`src/rtl/mult_pkg.sv`:
```
// Shared types and constants for the shift-add multiplier control.
// Provides the control state encoding and the default operand width.
package mult_pkg;

  localparam int MULT_BITS = 8;

  typedef enum logic [2:0] {
    IDLE  = 3'd0,
    CLR   = 3'd1,
    ADD   = 3'd2,
    SHIFT = 3'd3,
    HOLD  = 3'd4
  } mult_state_t;

endpackage

```
`src/rtl/mult_ctrl_fsm.sv`:
```
// Control sequencer for the 8-bit shift-add signed multiplier.
// In: Clk, Reset(n), Run, ClearA_LoadB, M. Out: Clr_AX, Ld_B, Ld_AX,
// Fn_Sub, Shift_En, Busy, Done (combinational decode of state/cnt/M).
module mult_ctrl_fsm
  import mult_pkg::*;
#(
  parameter int N_BITS = MULT_BITS
) (
  input  logic Clk,
  input  logic Reset,
  input  logic Run,
  input  logic ClearA_LoadB,
  input  logic M,
  output logic Clr_AX,
  output logic Ld_B,
  output logic Ld_AX,
  output logic Fn_Sub,
  output logic Shift_En,
  output logic Busy,
  output logic Done
);

  localparam int CNT_W = $clog2(N_BITS);
  localparam logic [CNT_W-1:0] LAST =
    CNT_W'(N_BITS - 1);

  mult_state_t      state_q, state_d;
  logic [CNT_W-1:0] cnt_q, cnt_d;
  logic             last;

  assign last = (cnt_q == LAST);

  always_ff @(posedge Clk) begin
    if (!Reset) begin
      state_q <= IDLE;
      cnt_q   <= '0;
    end else begin
      state_q <= state_d;
      cnt_q   <= cnt_d;
    end
  end

  always_comb begin
    state_d  = state_q;
    cnt_d    = cnt_q;
    Clr_AX   = 1'b0;
    Ld_B     = 1'b0;
    Ld_AX    = 1'b0;
    Fn_Sub   = 1'b0;
    Shift_En = 1'b0;
    Busy     = 1'b0;
    Done     = 1'b0;
    case (state_q)
      IDLE: begin
        // strobes fire even when Run wins the next state
        Clr_AX = ClearA_LoadB;
        Ld_B   = ClearA_LoadB;
        if (Run) state_d = CLR;
      end
      CLR: begin
        Clr_AX  = 1'b1;
        Busy    = 1'b1;
        cnt_d   = '0;
        state_d = ADD;
      end
      ADD: begin
        // last iteration weights the sign bit negatively
        Busy    = 1'b1;
        Ld_AX   = M;
        Fn_Sub  = last;
        state_d = SHIFT;
      end
      SHIFT: begin
        Busy     = 1'b1;
        Shift_En = 1'b1;
        if (last) begin
          state_d = HOLD;
        end else begin
          cnt_d   = cnt_q + 1'b1;
          state_d = ADD;
        end
      end
      HOLD: begin
        // held Run must drop before a new start
        Done = 1'b1;
        if (!Run) state_d = IDLE;
      end
      default: begin
        state_d = IDLE;
        cnt_d   = '0;
      end
    endcase
  end

endmodule

```
`config.mk`:
```
export PLATFORM = sky130hd
export DESIGN_NAME = mult_ctrl_fsm
export DESIGN_NICKNAME = d
export VERILOG_FILES = /design/src/rtl/mult_pkg.sv /design/src/rtl/mult_ctrl_fsm.sv
export SDC_FILE = /design/constraint.sdc
export NUM_CORES = 1
export LEC_CHECK = 0
export CORE_AREA = 2 2 39 41
export DETAILED_ROUTE_END_ITERATION = 8
export DIE_AREA = 0 0 41 43
export MAX_ROUTING_LAYER = met4
export PLACE_DENSITY_LB_ADDON = 0.2
export SLEW_MARGIN = 5
export SYNTH_ARGS = -nofsm -noshare
export SYNTH_HDL_FRONTEND = slang
export SYNTH_SLANG_ARGS = --single-unit
```
`constraint.sdc`:
```
create_clock -name Clk -period 2 [get_ports Clk]
set_clock_uncertainty 0.15 [all_clocks]
set_input_delay 0.4 -clock Clk [delete_from_list [all_inputs] [get_ports Clk]]
set_output_delay 0.4 -clock Clk [all_outputs]
set_load 0.1 [all_outputs]
```
==> After elaboration in Yosys (flattened, before gate mapping) <==
Cells that the tools add are included.
{ "op_classes": {"n_addsub": 1, "eq_ne": 8, "muxes": 13, "n_bitwise": 1, "reduce_logical": 5} }
{ "op_table": {"columns": ["op", "count"], "rows": [
  ["$pmux W3 S5", 1],
  ["$mux W3", 4],
  ["$eq A3 B2 Y1 const B", 2],
  ["$eq A3 B3 Y1 const B", 2],
  ["$mux W1", 6],
  ["$ne A2 B2 Y1 const B", 3],
  ["$pmux W3 S2", 1],
  ["$reduce_or A3 Y1", 2],
  ["$reduce_and A2 Y1", 2],
  ["$add A3 B1 Y3 const B", 1],
  ["$eq A3 B1 Y1 const B", 1],
  ["$logic_not A3 Y1", 1],
  ["$pmux W1 S2", 1],
  ["$not A1 Y1", 1]
]} }
{ "totals": {"ff_bits": 6, "inputBits": 5, "word_cells": 30} }

==> Longest topological paths before layout <==
Gate-level depths: netlist of the first run.
{ "depth": {"depth_word": 4, "mapped_depth": 5, "depth_no_buf": 5} }

==> Least setup slack after synthesis of the first run <==
OpenSTA, ideal clock, no wires.
{ "synth_path": {"path_kind": "reg-to-output", "from": "reg state_q[2]", "to": "out Ld_B", "t_arrival_ps": 3659, "required_ps": 1450, "path_slack_ps": -2209, "path_stages_with_launch": 3, "path_cell_list": "dfxtp_1 clkbuf_1 nor4b_1"} }
{ "synth_via": {"elab_chain_len": 2} }
{ "synth_rtl": {"columns": ["element", "line_no", "rtl"], "rows": [
  ["from (decl)", "mult_ctrl_fsm.sv:27", "mult_state_t state_q, state_d;"],
  ["from (signal assigned)", "mult_ctrl_fsm.sv:38", "state_q <= state_d;"],
  ["$logic_not A3 Y1", "mult_ctrl_fsm.sv:53", "case (state_q)"],
  ["$mux W1", "mult_ctrl_fsm.sv:53", null],
  ["to (decl)", "mult_ctrl_fsm.sv:15", "output logic Ld_B,"]
]} }
Every way passes these cells.

==> Final worst setup path of the first run <==
{ "layout_path": {"from": "reg state_q[2]", "to": "out Shift_En"} }
{ "layout_via": {"elab_chain_len": 2} }
{ "layout_rtl": {"columns": ["element", "line_no", "rtl"], "rows": [
  ["$eq A3 B2 Y1", "mult_ctrl_fsm.sv:53", null],
  ["$mux W1", "mult_ctrl_fsm.sv:53", null],
  ["to (decl)", "mult_ctrl_fsm.sv:18", "output logic Shift_En,"]
]} }
Every way passes these cells.

==> results.yml, run 1 <==
synth:
  syn-instance-count: 35
  avgSynthCellArea_um2: 9.759
  yosysSeqAreaShare: 0.3516
  syn_nets: 42
  ys_ff_latch: 6
  netlist_area_um2: 341.6
  netlist-cell-type-count: 20
  ys_warn_count: 0
critical_path:
  cp_slowest_cell: "dfxtp_1"
  crit_family: "flip-flops"
  start_kind: "flop"
  critPathKind: "flop to output pin"
  cpPeakStageDelay_ns: 0.64
  cp.required_ns: 1.45
  r2r-end: "cnt_q[0]$_SDFFE_PN0P_"
  worst-r2r-setup-slack_ns: 0.38
  arrival_ns: 1.35
  reg2reg_depth: 3
  crit_fanout: 11
  crit_buf_inv: 1
  crit_path_cell_trace: "and3b_4 -> buf_12"
  r2r-start: "state_q[2]$_SDFFE_PN0P_"
  cp-end-kind: "output pin"
placed_design:
  dp_hpwl_um: 648.4
  numPortBuffers: 11
  dp_worst_setup_slack_ns: 0.1032
  gp_congestion: 0.6872
die:
  dieHeight_um: 43
  core_um2: 1384
  die_w_um: 41
  row_count: 14
  dieArea_um2: 1763
  pin_count: 12
  start_util: 0.2468
power_and_ir_drop:
  ir_drop_mv: 0.2318
  power_density_nw_per_um2: 615.9
  p_leak_nw: 0.2424
routing:
  drc: 0
  ant_nets: 0
  routed_wl_um: 759
  drtIter0Drc: 1
  firstDrtPassIters: 2
  viasPerCell: 4.887
  avgRoutedWirePerCell_um: 12.24
  vias: 303
global_routing:
  antenna_found_initial: 0
  grt_overflow: 0
  track_usage: 0.1250
  first_global_vias: 302
  grt_max_degree: 12
  grt_pass1_wl_um: 1366
status:
  outcome: "finished clean"
clock_network:
  clk_latency_ns: 0.24
  clockBufferDepth: 2
  hold_buffers: 0
  root_buffer: "clkbuf_4"
  cts_buffers: 3
  clock_sinks: 6
  cts_tree: "built"
  cts_resized: 0
  cts_setup_buffers: 0
  h-tree-depth: 1
  clk_pin_slew_ns: 0.04
timing:
  timing.hold.ws_ns: 0.3565
  finalCritPeriodShare: 0.9486
  finalCriticalPeriod_ns: 1.897
  finalSetupTns_ns: 0
  tightest_slew_ns: 0.5271
  final.setup.worst_slack_ns: 0.1027
  maxSlewHeadroom: 0.6481
  slew_violations: 0
  fmax_mhz: 527.1
  hold_viol_final: 0
  rsz0062_at_grt: "false"
  setup_viol: 0
run:
  max_cap_viol_count: 0
min_path:
  holdPathEnd: "cnt_q[1]$_SDFFE_PN0P_"
  worstHoldPathType: "flop to flop"
  min_from: "cnt_q[1]$_SDFFE_PN0P_"
  whs_path_depth: 1
final_layout:
  fillCellCount: 133
  drive_gt1_frac: 0.6087
  antennaDiodeCount: 0
  nNetsFinal: 55
  layout_common_cells: "buf_12 (7), dfxtp_2 (4), clkdlybuf4s50_1 (4), clkbuf_4 (3)"
  synthToLayoutAreaGrowth_pct: 79.85
  final_common_cell: "buf_12"
cell families after synthesis:
group | count (synthesis) | share of synthesized area
AOI/OAI and AO/OA | 5 | 0.1318
adders and majority gates | 2 | 0.07325
buffers and inverters | 4 | 0.08789
DFF | 6 | 0.3517
muxes | 1 | 0.03296
and+or+nand+nor | 17 | 0.3224
worst max path at each step:
| stage | to | start | slack [ns] | cells past startpoint |
|---|---|---|---|---|
| after floorplan | Clr_AX | state_q[2]$_SDFFE_PN0P_ | -0.37 | 2 |
| after global placement | Ld_B | ClearA_LoadB | 0.12 | 3 |
| after detailed placement | Ld_AX | M | 0.10 | 4 |
| after CTS | Done | state_q[0]$_SDFFE_PN0P_ | 0.02 | 3 |
| after global routing | Shift_En | state_q[2]$_SDFFE_PN0P_ | 0.02 | 2 |
| final | Shift_En | state_q[2]$_SDFFE_PN0P_ | 0.10 | 2 |
report_power, final:
part	switching (W)	internal, W	total, W
registers	0.0000136	0.000125	0.000139
logic	0.0000827	0.0000505	0.000133
clock network	0.0000387	0.0000675	0.000106
worst reg2reg max path, delay by kind of cell, from the launching register on:
family / cells / cell delay [ns]
flip-flops: 1 / 0.64
AND/OR/NAND/NOR: 2 / 0.46
multiplexers: 1 / 0.25
Yosys cell counts:
master,instances,area share
dfxtp_1,6,0.35
inv_1,1,0.011
o21ai_0,1,0.015
and3_1,1,0.018
mux2_2,1,0.033
nor4b_1,1,0.026
and2_1,1,0.018
nand3_1,2,0.029
nor3b_4,1,0.055
clkbuf_1,1,0.011
nor3_1,4,0.059
nand2_1,2,0.022
a22o_2,2,0.059
a221oi_2,1,0.044
nor2_1,3,0.033
nand4b_1,1,0.026
a21oi_1,1,0.015
ha_1,2,0.073
and3b_4,1,0.037
buf_6,2,0.066
flip-flops by register name, summed over array words and instances (netlist names):
signal and cells:
cnt_q 3, state_q 3
cell type report:
| class | count | area (um^2) | share of cell area |
|---|---|---|---|
| repair buffers | 11 | 180.2 | 0.2933 |
| multi-input cells | 25 | 262.8 | 0.4277 |
| inverters | 1 | 3.754 | 0.006110 |
| flip-flops and latches | 6 | 125.1 | 0.2037 |
| clock buffers | 3 | 22.52 | 0.03666 |
| well taps | 16 | 20.02 | 0.03259 |
stage by stage:
step / utilization / total power, W / instance area (um^2) / cells
global route: 0.4439 / 0.0004037 / 614.3 / 62
detailed placement: 0.4259 / 0.0002744 / 589.3 / 59
finish: 0.4439 / 0.0003783 / 614.3 / 62
floorplan: - / 0.0002291 / 415.4 / 35
CTS: 0.4421 / 0.0003864 / 611.8 / 62
global placement: 0.4259 / 0.0002716 / 589.3 / 59
metal layers:
layer	share of wire	vias to the layer above	track usage
met5	0	-	-
met1	0.33	142	0.1140
met2	0.58	12	0.1938
met4	0	0	0.06000
met3	0.087	0	0.07853
li1	-	149	-
Power figures use the tool's default switching activity.
==> run 2: changes to the inputs <==
--- a/config.mk
+++ b/config.mk
@@ -10,6 +10,7 @@
 export DIE_AREA = 0 0 41 43
 export MAX_ROUTING_LAYER = met4
 export PLACE_DENSITY_LB_ADDON = 0.2
+export SETUP_SLACK_MARGIN = 0.15
 export SLEW_MARGIN = 5
 export SYNTH_ARGS = -nofsm -noshare
 export SYNTH_HDL_FRONTEND = slang
==> run 2 against run 1 <==
Against the previous run:
- maximum frequency increased by 2.9%
- flip-flop and latch count unchanged
- total power increased by 3.2%
- non-clock buffer count increased by 3
- sequential share of layout area decreased by 0.90 points
- register-to-register slack improved by 0.22 ns
- die area unchanged
- cell area increased by 7.7%
- clock power about the same
- global-route usage increased by 0.39 points
- utilization increased by 3.4 points
- largest cell class unchanged
- largest power group is now combinational cells
==> results.yml, run 2 (synthesis gave the netlist of run 1 again) <==
clock_network:
  cts_buffers: 3
  clockBufferDepth: 2
  cts_tree: "built"
  root_buffer: "clkbuf_4"
  h-tree-depth: 1
  clk_pin_slew_ns: 0.04
  clock_sinks: 6
  clk_latency_ns: 0.24
final_layout:
  reg_top3: "cnt_q (3), state_q (3)"
  synthToLayoutAreaGrowth_pct: 93.77
  drive_gt1_frac: 0.6939
  layout_common_cells: "buf_12 (7), dfxtp_2 (4), nor3_4 (3), clkbuf_4 (3)"
  nNetsFinal: 58
  final_common_cell: "buf_12"
  antennaDiodeCount: 0
  final_util: 0.4783
die:
  dieArea_um2: 1763
  row_count: 14
  start_util: 0.2468
  pin_count: 12
  dieHeight_um: 43
  core_um2: 1384
  die_w_um: 41
global_routing:
  track_usage: 0.1289
  grt_max_degree: 11
  antenna_found_initial: 0
  first_global_vias: 317
  grt_overflow: 0
  grt_pass1_wl_um: 1373
critical_path:
  critPathKind: "flop to output pin"
  r2r-start: "cnt_q[0]$_SDFFE_PN0P_"
  cp-end-kind: "output pin"
  cpPeakStageDelay_ns: 0.35
  crit_path_cell_trace: "ha_4 -> ha_4 -> nand2_2 -> nor3_4 -> buf_12"
  crit_buf_inv: 1
  crit_fanout: 2
  worst-r2r-setup-slack_ns: 0.60
  cp_common_cell: "ha_4"
  crit_family: "flip-flops"
  start_kind: "flop"
  critPathLaunch: "cnt_q[0]$_SDFFE_PN0P_"
  cp.required_ns: 1.45
  cp_slowest_cell: "dfxtp_2"
  arrival_ns: 1.29
routing:
  vias: 316
  avgRoutedWirePerCell_um: 12.65
  ant_nets: 0
  firstDrtPassIters: 2
  routed_wl_um: 822
  drc: 0
  viasPerCell: 4.862
  drtIter0Drc: 1
power_and_ir_drop:
  power_density_nw_per_um2: 589.7
  ir_drop_mv: 0.2353
  p_leak_nw: 0.2573
timing:
  finalCriticalPeriod_ns: 1.844
  final.setup.worst_slack_ns: 0.1556
  maxSlewHeadroom: 0.8117
  finalSetupTns_ns: 0
  fmax_mhz: 542.2
  slew_violations: 0
  setup_viol: 0
  hold_viol_final: 0
  rsz0062_at_grt: "true"
  tightest_slew_ns: 0.2814
  finalCritPeriodShare: 0.9222
status:
  outcome: "finished clean"
placed_design:
  gp_congestion: 0.6812
  dp_worst_setup_slack_ns: 0.09870
  numPortBuffers: 11
  dp_hpwl_um: 643.1
min_path:
  min_from: "cnt_q[1]$_SDFFE_PN0P_"
  worstHoldPathType: "flop to flop"
run:
  max_cap_viol_count: 0
==> run 2: what timing repair did <==
item / in CTS / in global routing
gates cloned: 0 / 0
resized for setup: 8 / 3
setup buffers: 1 / 0
endpoints found under the setup margin: 7 / 4
hold buffers: 0 / 0
pin swaps: 3 / 2
==> run 2: path summary, 6_finish.rpt <==
kind,to,cells after the start
min reg2reg,cnt_q[1]$_SDFFE_PN0P_,1
max,Fn_Sub,5
max reg2reg,cnt_q[0]$_SDFFE_PN0P_,5
min,cnt_q[1]$_SDFFE_PN0P_,1
==> run 2: layout make-up <==
type / instances / area (um^2)
Tap cell: 16 / 20.02
Fill cell: 127 / 721.9
Multi-Input combinational cell: 25 / 279.0
Inverter: 1 / 3.754
Sequential cell: 6 / 128.9
Clock buffer: 3 / 22.52
Timing Repair Buffer: 14 / 207.7
==> run 2: routing by layer <==
| metal | track usage | share of wire | vias to the layer above |
|---|---|---|---|
| met2 | 0.1906 | 0.56 | 12 |
| met3 | 0.09424 | 0.082 | 0 |
| met1 | 0.1197 | 0.35 | 147 |
| met5 | - | 0 | - |
| li1 | - | - | 157 |
| met4 | 0.06000 | 0 | 0 |
==> run 2: report_power, final <==
group / switching [W] / leakage, nW / total, W / internal [W]
logic: 0.0000888 / 0.192 / 0.000144 / 0.0000551
clock network: 0.0000416 / 0.0138 / 0.000109 / 0.0000677
registers: 0.0000123 / 0.0513 / 0.000137 / 0.000125
total: 0.000143 / 0.257 / 0.000390 / 0.000248
==> run 2: through the flow <==
stage / area, um^2 / power [W] / instances / hold slack, ns
finish: 661.9 / 0.0003903 / 65 / 0.3505
global route: 661.9 / 0.0004174 / 65 / 0.3598
CTS: 654.4 / 0.0003972 / 65 / 0.3517
detailed placement: 605.6 / 0.0002822 / 61 / 0.3338
global placement: 605.6 / 0.0002786 / 61 / 0.3257
floorplan: 426.7 / 0.0002338 / 35 / 0.3163
